<file path="config.mk">
export PLATFORM = sky130hd
export DESIGN_NAME = r_type_encoder_flat
export DESIGN_NICKNAME = d
export VERILOG_FILES = /design/src/rtl/r_type_encoder_if.sv /design/src/rtl/r_type_encoder.sv /design/src/flat_wrapper.sv
export SDC_FILE = /design/constraint.sdc
export NUM_CORES = 1
export LEC_CHECK = 0
export ABC_AREA = 1
export BUFFER_PORTS_ARGS = -buffer_cell sky130_fd_sc_hd__clkbuf_2
export CAP_MARGIN = 10
export CORE_UTILIZATION = 51
export CTS_CLUSTER_DIAMETER = 200
export DETAILED_ROUTE_END_ITERATION = 8
export GPL_ROUTABILITY_DRIVEN = 0
export PLACE_DENSITY = 0.76
export SLEW_MARGIN = 20
export SYNTH_ARGS = -nofsm -noshare
export SYNTH_HDL_FRONTEND = slang
export SYNTH_SLANG_ARGS = --single-unit
export TNS_END_PERCENT = 20
</file>
<file path="constraint.sdc">
create_clock -name clk -period 1.9 [get_ports clk]
set_input_delay 0 -clock clk [delete_from_list [all_inputs] [get_ports clk]]
set_output_delay 0 -clock clk [all_outputs]
set_load 0.005 [all_outputs]
</file>
<file path="src/rtl/r_type_encoder_if.sv">
// r_type_encoder_if: request and encoded-word handshakes
// plus drop statistics for the R-type encoder.
interface r_type_encoder_if #(
  parameter int DEPTH = 4
);
  localparam int LW = $clog2(DEPTH) + 1;

  logic          in_valid;
  logic          in_ready;
  logic [3:0]    in_op;
  logic [4:0]    in_rs1;
  logic [4:0]    in_rs2;
  logic [4:0]    in_rd;
  logic          out_valid;
  logic          out_ready;
  logic [31:0]   out_instr;
  logic [6:0]    out_control;
  logic          illegal_pulse;
  logic [7:0]    illegal_count;
  logic [LW-1:0] level;

  modport master (
    output in_valid, in_op, in_rs1, in_rs2, in_rd,
    output out_ready,
    input  in_ready, out_valid, out_instr, out_control,
    input  illegal_pulse, illegal_count, level
  );

  modport slave (
    input  in_valid, in_op, in_rs1, in_rs2, in_rd,
    input  out_ready,
    output in_ready, out_valid, out_instr, out_control,
    output illegal_pulse, illegal_count, level
  );
endinterface

</file>
<file path="src/rtl/r_type_encoder.sv">
// r_type_encoder: ALU op requests to RV32I R-type words,
// encoded at enqueue and buffered in a small FIFO.
module r_type_encoder #(
  parameter int DEPTH = 4
) (
  input logic       clk,
  input logic       reset,
  r_type_encoder_if.slave bus
);
  localparam int AW = $clog2(DEPTH);
  localparam int LW = AW + 1;

  typedef struct packed {
    logic [6:0]  control;
    logic [31:0] instr;
  } entry_t;

  entry_t        mem [DEPTH];
  entry_t        wr_entry;
  logic [AW-1:0] wr_ptr;
  logic [AW-1:0] rd_ptr;
  logic [LW-1:0] level_q;
  logic [LW-1:0] level_d;
  logic          in_ready_q;
  logic          pulse_q;
  logic [7:0]    count_q;
  logic          legal;
  logic          accept;
  logic          push;
  logic          pop;
  logic          empty;
  logic [6:0]    funct7;
  logic [2:0]    funct3;

  always_comb begin
    funct7 = 7'h00;
    funct3 = 3'd0;
    legal  = 1'b1;
    unique case (1'b1)
      (bus.in_op == 4'd0): funct3 = 3'd0;
      (bus.in_op == 4'd1): begin
        funct7 = 7'h20;
        funct3 = 3'd0;
      end
      (bus.in_op == 4'd2): funct3 = 3'd4;
      (bus.in_op == 4'd3): funct3 = 3'd6;
      (bus.in_op == 4'd4): funct3 = 3'd7;
      (bus.in_op == 4'd5): funct3 = 3'd1;
      (bus.in_op == 4'd6): funct3 = 3'd5;
      (bus.in_op == 4'd7): begin
        funct7 = 7'h20;
        funct3 = 3'd5;
      end
      (bus.in_op == 4'd8): funct3 = 3'd2;
      (bus.in_op == 4'd9): funct3 = 3'd3;
      default: legal = 1'b0;
    endcase
  end

  always_comb begin
    wr_entry.control = {3'b000, bus.in_op};
    wr_entry.instr   = {funct7, bus.in_rs2, bus.in_rs1,
                        funct3, bus.in_rd, 7'b0110011};
  end

  assign empty   = (level_q == '0);
  assign accept  = bus.in_valid && in_ready_q;
  assign push    = accept && legal;
  assign pop     = !empty && bus.out_ready;
  assign level_d = level_q + LW'(push) - LW'(pop);

  always_ff @(posedge clk) begin
    if (reset) begin
      wr_ptr     <= '0;
      rd_ptr     <= '0;
      level_q    <= '0;
      in_ready_q <= 1'b0;
      pulse_q    <= 1'b0;
      count_q    <= 8'd0;
    end else begin
      if (push) wr_ptr <= wr_ptr + AW'(1);
      if (pop)  rd_ptr <= rd_ptr + AW'(1);
      level_q    <= level_d;
      // ready tracks next occupancy so it is a pure flop output
      in_ready_q <= (level_d != LW'(DEPTH));
      pulse_q    <= accept && !legal;
      if (accept && !legal && count_q != 8'hFF)
        count_q <= count_q + 8'd1;
    end
  end

  always_ff @(posedge clk) begin
    if (push) mem[wr_ptr] <= wr_entry;
  end

  assign bus.in_ready      = in_ready_q;
  assign bus.out_valid     = !empty;
  assign bus.out_instr     = empty ? 32'd0 : mem[rd_ptr].instr;
  assign bus.out_control   = empty ? 7'd0 : mem[rd_ptr].control;
  assign bus.illegal_pulse = pulse_q;
  assign bus.illegal_count = count_q;
  assign bus.level         = level_q;
endmodule

</file>
<file path="src/flat_wrapper.sv">
// flat-port wrapper written by rule: the top's interface ports become plain ports
module r_type_encoder_flat 
#(
  parameter int DEPTH = 4
)
  (clk, reset, bus_in_valid, bus_in_op, bus_in_rs1, bus_in_rs2, bus_in_rd, bus_out_ready, bus_in_ready, bus_out_valid, bus_out_instr, bus_out_control, bus_illegal_pulse, bus_illegal_count, bus_level);
  r_type_encoder_if #(.DEPTH(DEPTH)) bus_i ();
  input logic clk;
  input logic reset;
  input wire logic [$bits(bus_i.in_valid)-1:0] bus_in_valid;
  input wire logic [$bits(bus_i.in_op)-1:0] bus_in_op;
  input wire logic [$bits(bus_i.in_rs1)-1:0] bus_in_rs1;
  input wire logic [$bits(bus_i.in_rs2)-1:0] bus_in_rs2;
  input wire logic [$bits(bus_i.in_rd)-1:0] bus_in_rd;
  input wire logic [$bits(bus_i.out_ready)-1:0] bus_out_ready;
  output wire logic [$bits(bus_i.in_ready)-1:0] bus_in_ready;
  output wire logic [$bits(bus_i.out_valid)-1:0] bus_out_valid;
  output wire logic [$bits(bus_i.out_instr)-1:0] bus_out_instr;
  output wire logic [$bits(bus_i.out_control)-1:0] bus_out_control;
  output wire logic [$bits(bus_i.illegal_pulse)-1:0] bus_illegal_pulse;
  output wire logic [$bits(bus_i.illegal_count)-1:0] bus_illegal_count;
  output wire logic [$bits(bus_i.level)-1:0] bus_level;
  assign bus_i.in_valid = bus_in_valid;
  assign bus_i.in_op = bus_in_op;
  assign bus_i.in_rs1 = bus_in_rs1;
  assign bus_i.in_rs2 = bus_in_rs2;
  assign bus_i.in_rd = bus_in_rd;
  assign bus_i.out_ready = bus_out_ready;
  assign bus_in_ready = bus_i.in_ready;
  assign bus_out_valid = bus_i.out_valid;
  assign bus_out_instr = bus_i.out_instr;
  assign bus_out_control = bus_i.out_control;
  assign bus_illegal_pulse = bus_i.illegal_pulse;
  assign bus_illegal_count = bus_i.illegal_count;
  assign bus_level = bus_i.level;
  r_type_encoder #(.DEPTH(DEPTH)) u_core (.clk(clk), .reset(reset), .bus(bus_i));
endmodule
</file>
; After elaboration in Yosys (flattened, before gate mapping)
; Memory sizes are Yosys's and may differ from the RTL's. A register that Yosys moved wholly into a read port is not among the register bits.
; Cells that the tools add are included.
[word_totals]
ff_bits = 17
latchBits = 0
ram_bits = 112
mem_bits_ro = 0
input_bits = 23
output_inout_bits = 53
wordCells = 44
memories = 1
[classes]
addsub = 5
multipliers = 0
n_div = 0
n_lt_le_gt_ge = 0
n_eq_ne = 11
shift = 0
mux = 9
bitwise_logic = 0
reduce_logical = 12
[mem_list]
columns = name, words, width, read_ports, rd_clocked_by_memory_dff, write_ports, line_no
row1 = u_core.mem, 4, 28, 1, 1, 1, r_type_encoder.sv:18  ; entry_t mem [DEPTH];
[ops]
columns = cell, n
row1 = 32-bit 2-to-1 mux, 1
row2 = 3-bit one-hot mux with 7 select lines, 1
row3 = "4-bit by 3-bit equality test with 1-bit output, second input constant", 4
row4 = 10-bit OR reduction, 1
row5 = "8-bit by 1-bit adder with 8-bit output, second input constant", 1
row6 = "4-bit by 2-bit equality test with 1-bit output, second input constant", 2
row7 = "4-bit equality test, second input constant", 2
row8 = "8-bit inequality test, second input constant", 1
row9 = 7-bit 2-to-1 mux, 1
row10 = 6-bit 2-to-1 mux, 1
row11 = 1-bit logical AND, 5
row12 = "2-bit by 1-bit adder with 2-bit output, second input constant", 2
row13 = "4-bit by 1-bit equality test with 1-bit output, second input constant", 1
row14 = 4-bit zero test, 1
row15 = 2-bit 2-to-1 mux, 2
row16 = 2-bit OR reduction, 2
row17 = 3-bit by 1-bit adder with 3-bit output, 1
row18 = 3-bit zero test, 1
row19 = 1-bit 2-to-1 mux, 3
row20 = "3-bit inequality test, second input constant", 1
row21 = 3-bit by 1-bit subtractor with 3-bit output, 1
row22 = 1-bit zero test, 2

; Logic depth before layout (Yosys ltp)
[depth]
word_depth = 7
mapped_depth = 12
depth_no_buf = 12

; Least setup slack after synthesis
; OpenSTA, ideal clock, no wires.
[synth_timing]
path_kind = register to register
start = reg u_core.level_q[1], in the netlist u_core.bus.level[1]
end = reg u_core.in_ready_q, in the netlist u_core.bus.in_ready
t_arrival_ns = 1.925
required_ns = 1.762
setup_slack_ns = -0.164
stages_incl_launch_ff = 12
path_buffers = 0
path_cell_list = dfxtp_1 inv_2 nand3_2 nand2_1 inv_1 ha_1 inv_1 ha_1 fa_1 xor2_1 xor2_1 a21oi_1
[synth_between]
elab_chain_len = 5
elab_cells_between_ends = 6
cone_classes = 2 x add/sub / 1 x eq/ne / 3 x reduce/logical
[synth_rtl]
columns = item, line_no
row1 = "start, declared", r_type_encoder.sv:22  ; logic [LW-1:0] level_q;
row2 = "start signal, assigned", r_type_encoder.sv:83  ; level_q <= level_d;
row3 = 3-bit zero test, r_type_encoder.sv:66  ; assign empty = (level_q == '0);
row4 = 1-bit zero test, -
row5 = net bus_out_valid, flat_wrapper.sv:17  ; output wire logic [$bits(bus_i.out_valid)-1:0] bus_out_valid;
row6 = 1-bit logical AND, r_type_encoder.sv:69  ; assign pop = !empty && bus.out_ready;
row7 = net u_core.pop, r_type_encoder.sv:30  ; logic pop;
row8 = 3-bit by 1-bit subtractor with 3-bit output, r_type_encoder.sv:70  ; assign level_d = level_q + LW'(push) - LW'(pop);
row9 = 3-bit inequality test, r_type_encoder.sv:85  ; in_ready_q <= (level_d != LW'(DEPTH));
row10 = "end signal, assigned", r_type_encoder.sv:85
row11 = "end, declared", r_type_encoder.sv:24  ; logic in_ready_q;
; The timed path passes the listed nets, and every way through them passes these cells.
; A chain may end at the register's enable or synchronous reset.

; Worst setup path in the final report
[layout_timing]
start = reg u_core.level_q[0], in the netlist u_core.bus.level[0]
end = reg u_core.in_ready_q, in the netlist u_core.bus.in_ready
[layout_between]
elab_chain_len = 5
elab_cells_between_ends = 6
cone_classes = 2 x add/sub / 1 x eq/ne / 3 x reduce/logical
[layout_rtl]
columns = item, line_no
row1 = 3-bit zero test, r_type_encoder.sv:66
row2 = 1-bit zero test, r_type_encoder.sv:69
row3 = 1-bit logical AND, r_type_encoder.sv:69
row4 = net u_core.pop, r_type_encoder.sv:30
row5 = 3-bit by 1-bit subtractor with 3-bit output, r_type_encoder.sv:70
row6 = 3-bit inequality test, r_type_encoder.sv:85
; The timed path passes the listed nets, and every way through them passes these cells.

==> run metrics <==
routed wire length=9.73 mm; fin nets=580; crit end category=flip-flop; initial DRC count=174; Post-synth top flop=edfxtp_1; largest net degree at the start of global routing=47; Final Cycle Share=1.03; Post-Synthesis Cells=448; PnR worst setup slack=-0.0558 ns; Crit path largest cell delay=0.37 ns; detailed placement HPWL=6.19 mm; vias in the first global route=3311; worst hold slack=0.0661 ns; Post-synth ARST share=0; Wirelength per Cell=14.6 µm; critical path cell sequence=inv_2 -> nand3_4 -> nand2_2 -> inv_2 -> ha_4 -> inv_2 -> ha_4 -> fa_2 -> xor2_2 -> xor2_1 -> a21oi_1; Diodes inserted=0; Post-Place Cells=625; share of layout cells above drive strength 1=0.265; slowest cell on the critical path=fa_2; Avg Inst Size Synth=10.8 µm²; Hold Vio Cnt, Final=0; die width=99.2 µm; Leak=2.29 nW; core box area=9200 µm²; highest net fanout along the worst path=2; Crit Path Class=reg2reg; Crit path buffers/inverters=3; Buffers on Ports=63; Post-synth EDFFs=92; register area share after synthesis=0.652; NetSw=0.00222 W; shortest period the worst path allows=1.96 ns; Layout area overhead=21.5%; Sw Ratio=0.327; Slew headroom=0.633; Synth Cell Area=4820 µm²; Worst Hold Class=in2reg; first-pass GRT wire length=15.7 mm; maximum buffer depth of the clock tree=2; Via density=5.07; CTS H-tree depth=3; IO Pins=76; worst vdd ir=0.663 mV; Clock Pin Slew Worst Setup and Hold Paths=0.10 ns; Clk network pwr share=0.238; Comb power frac=0.335; ANT nets after route=0; PwrDens=1160 nW/µm²; row cnt=35; Worst Tran Pin Value=0.544 ns; Initial Util=0.524; crit path DAT=2.21 ns; initial antenna violation count=0; fin. max-slew vios=0; GRT Util Overall=0.211; Max Clock Freq=511 MHz; GRT overflow=0; Fin Clk Skew=0.0151 ns; dpl ws=-0.0564 ns; Final Util=0.636; DRC viols=0; share of power burned in registers=0.427; max_cap viols=0; Crit path max-delay family=adder cells; Root Buffer=clkbuf_8; die area=9840 µm²; failing checks=negative setup slack; total CTS buffers=9; Layout Cells excl Fill=665; CTS tree=built; DR vias=3374; Ys Warns=0; Chip Height=99.2 µm; most used cell, CP=inv_2; status=finished with violations; startpoint class of the critical path=flip-flop; clk_lat worst skew=0.38 ns; Int Pwr=0.00456 W; final setup violation count=2; CP Data Required Time=2.15 ns; first-pass iteration count of the detailed router=4; RSZ-0062 raised after global routing=yes; Yosys cell types=27; Synth Register Bits=111; clock sinks=111
## stage by stage
step	cell area (µm²)	total power [W]	TNS [ns]
final	5850	0.00677	-0.107
after global routing	5850	0.00719	-0.685
after CTS	5820	0.00676	-0.110
after detailed placement	5340	0.00511	-0.104
after global placement	5340	0.00504	-0.0150
after floorplan	4900	0.00428	-12.36
## synth_stat cells (2+ instances only)
cell	number	share of area
nand3_1	7	0.0073
nand2_2	2	0.0026
dfxtp_1	19	0.079
clkinv_1	2	0.0016
nor2_2	2	0.0026
o21ai_0	7	0.0073
buf_4	21	0.033
inv_2	4	0.0031
nand2_4	4	0.0093
clkbuf_2	4	0.0042
o21ai_1	45	0.047
a21oi_2	4	0.0073
nor2_1	120	0.094
xor2_1	4	0.0073
nand3_2	4	0.0083
nand2_1	28	0.022
edfxtp_1	92	0.57
a21oi_1	30	0.031
inv_1	30	0.023
buf_2	6	0.0062
ha_1	7	0.018
## logic make-up after synthesis
logic type / after synthesis / share of synthesized area
AO/OA/AOI/OAI: 86 / 0.0925
XOR/XNOR: 5 / 0.00909
adder cells (fa/ha/maj): 8 / 0.0223
buffers and inverters: 68 / 0.0719
flip-flops: 111 / 0.652
other: 1 / 0.000778
AND/OR/NAND/NOR: 169 / 0.151
## worst paths after layout
| kind | start | endpoint | slack (ns) | cells past startpoint |
|---|---|---|---|---|
| max | u_core.bus.level[0]$_SDFF_PP0_ | u_core.bus.in_ready$_SDFF_PP0_ | -0.06 | 11 |
| min | bus_out_ready | u_core.rd_ptr[0]$_SDFFE_PP0P_ | 0.07 | 5 |
| max reg2reg | u_core.bus.level[0]$_SDFF_PP0_ | u_core.bus.in_ready$_SDFF_PP0_ | -0.06 | 11 |
| min reg2reg | u_core.rd_ptr[1]$_SDFFE_PP0P_ | flip-flop | 0.46 | 2 |
## area by class of cell
cell class | count | area (µm²)
Multi-Input combinational cell | 280 | 1430
Tap cell | 111 | 139
Clock inverter | 7 | 109
Timing Repair Buffer | 111 | 761
Clock buffer | 9 | 124
Fill cell | 704 | 3340
Inverter | 36 | 143
Sequential cell | 111 | 3150
## power groups by stage
| stage | clock, W | combinational, W | sequential [W] |
|---|---|---|---|
| 2_1_floorplan | 0 | 0.00134 | 0.00294 |
| 3_3_place_gp | 0 | 0.00211 | 0.00293 |
| 3_5_place_dp | 0 | 0.00217 | 0.00294 |
| 4_1_cts | 0.00164 | 0.00223 | 0.00289 |
| 5_1_grt | 0.00173 | 0.00255 | 0.00291 |
| 6_report | 0.00161 | 0.00227 | 0.00289 |
## per-layer routing
metal	global-route usage	share of wire
met3	0.0295	0.035
met5	0	0
met4	0.113	0.015
met1	0.255	0.42
met2	0.368	0.53
## state kept, by name, summed over array words and instances (netlist names), named ones only
register,flops
u_core.wr_ptr,2
u_core.rd_ptr,2
u_core.mem,92
u_core.bus.in_ready,1
u_core.bus.illegal_count,8
u_core.bus.level,3
u_core.bus.illegal_pulse,1
## layout by cell type (no fill, tap or decap), drive strengths merged
| cell type | synthesis | final |
|---|---|---|
| bufinv | 0 | 2 |
| clkinvlp | 0 | 2 |
| xnor2 | 1 | 1 |
| clkbuf | 5 | 72 |
| conb | 1 | 12 |
| edfxtp | 92 | 92 |
| inv | 34 | 37 |
| nand2 | 34 | 34 |
| nand3 | 11 | 11 |
| o21ai | 52 | 52 |
| nor2 | 123 | 123 |
| dlygate4sd3 | 0 | 23 |
| nand4 | 1 | 1 |
| ha | 7 | 7 |
| a21oi | 34 | 34 |
| fa | 1 | 1 |
| xor2 | 4 | 4 |
| buf | 27 | 25 |
| dfxtp | 19 | 19 |
| clkinv | 2 | 2 |
## tightest hold or removal path, cell delays in order
cell,delay [ns]
clkbuf_2,0.09
nand2_2,0.07
buf_4,0.09
nor2_1,0.05
nor2_1,0.09
## timing repair
| action | 4_1_cts | 5_1_grt |
|---|---|---|
| hold buffers | 23 | 0 |
| endpoints found under the hold margin | 85 | 0 |
| endpoints found under the setup margin | 5 | 25 |
| pin swaps | 3 | 1 |
| setup buffers | 1 | 0 |
| gates resized for setup | 1 | 12 |
Power figures use the tool's default switching activity.
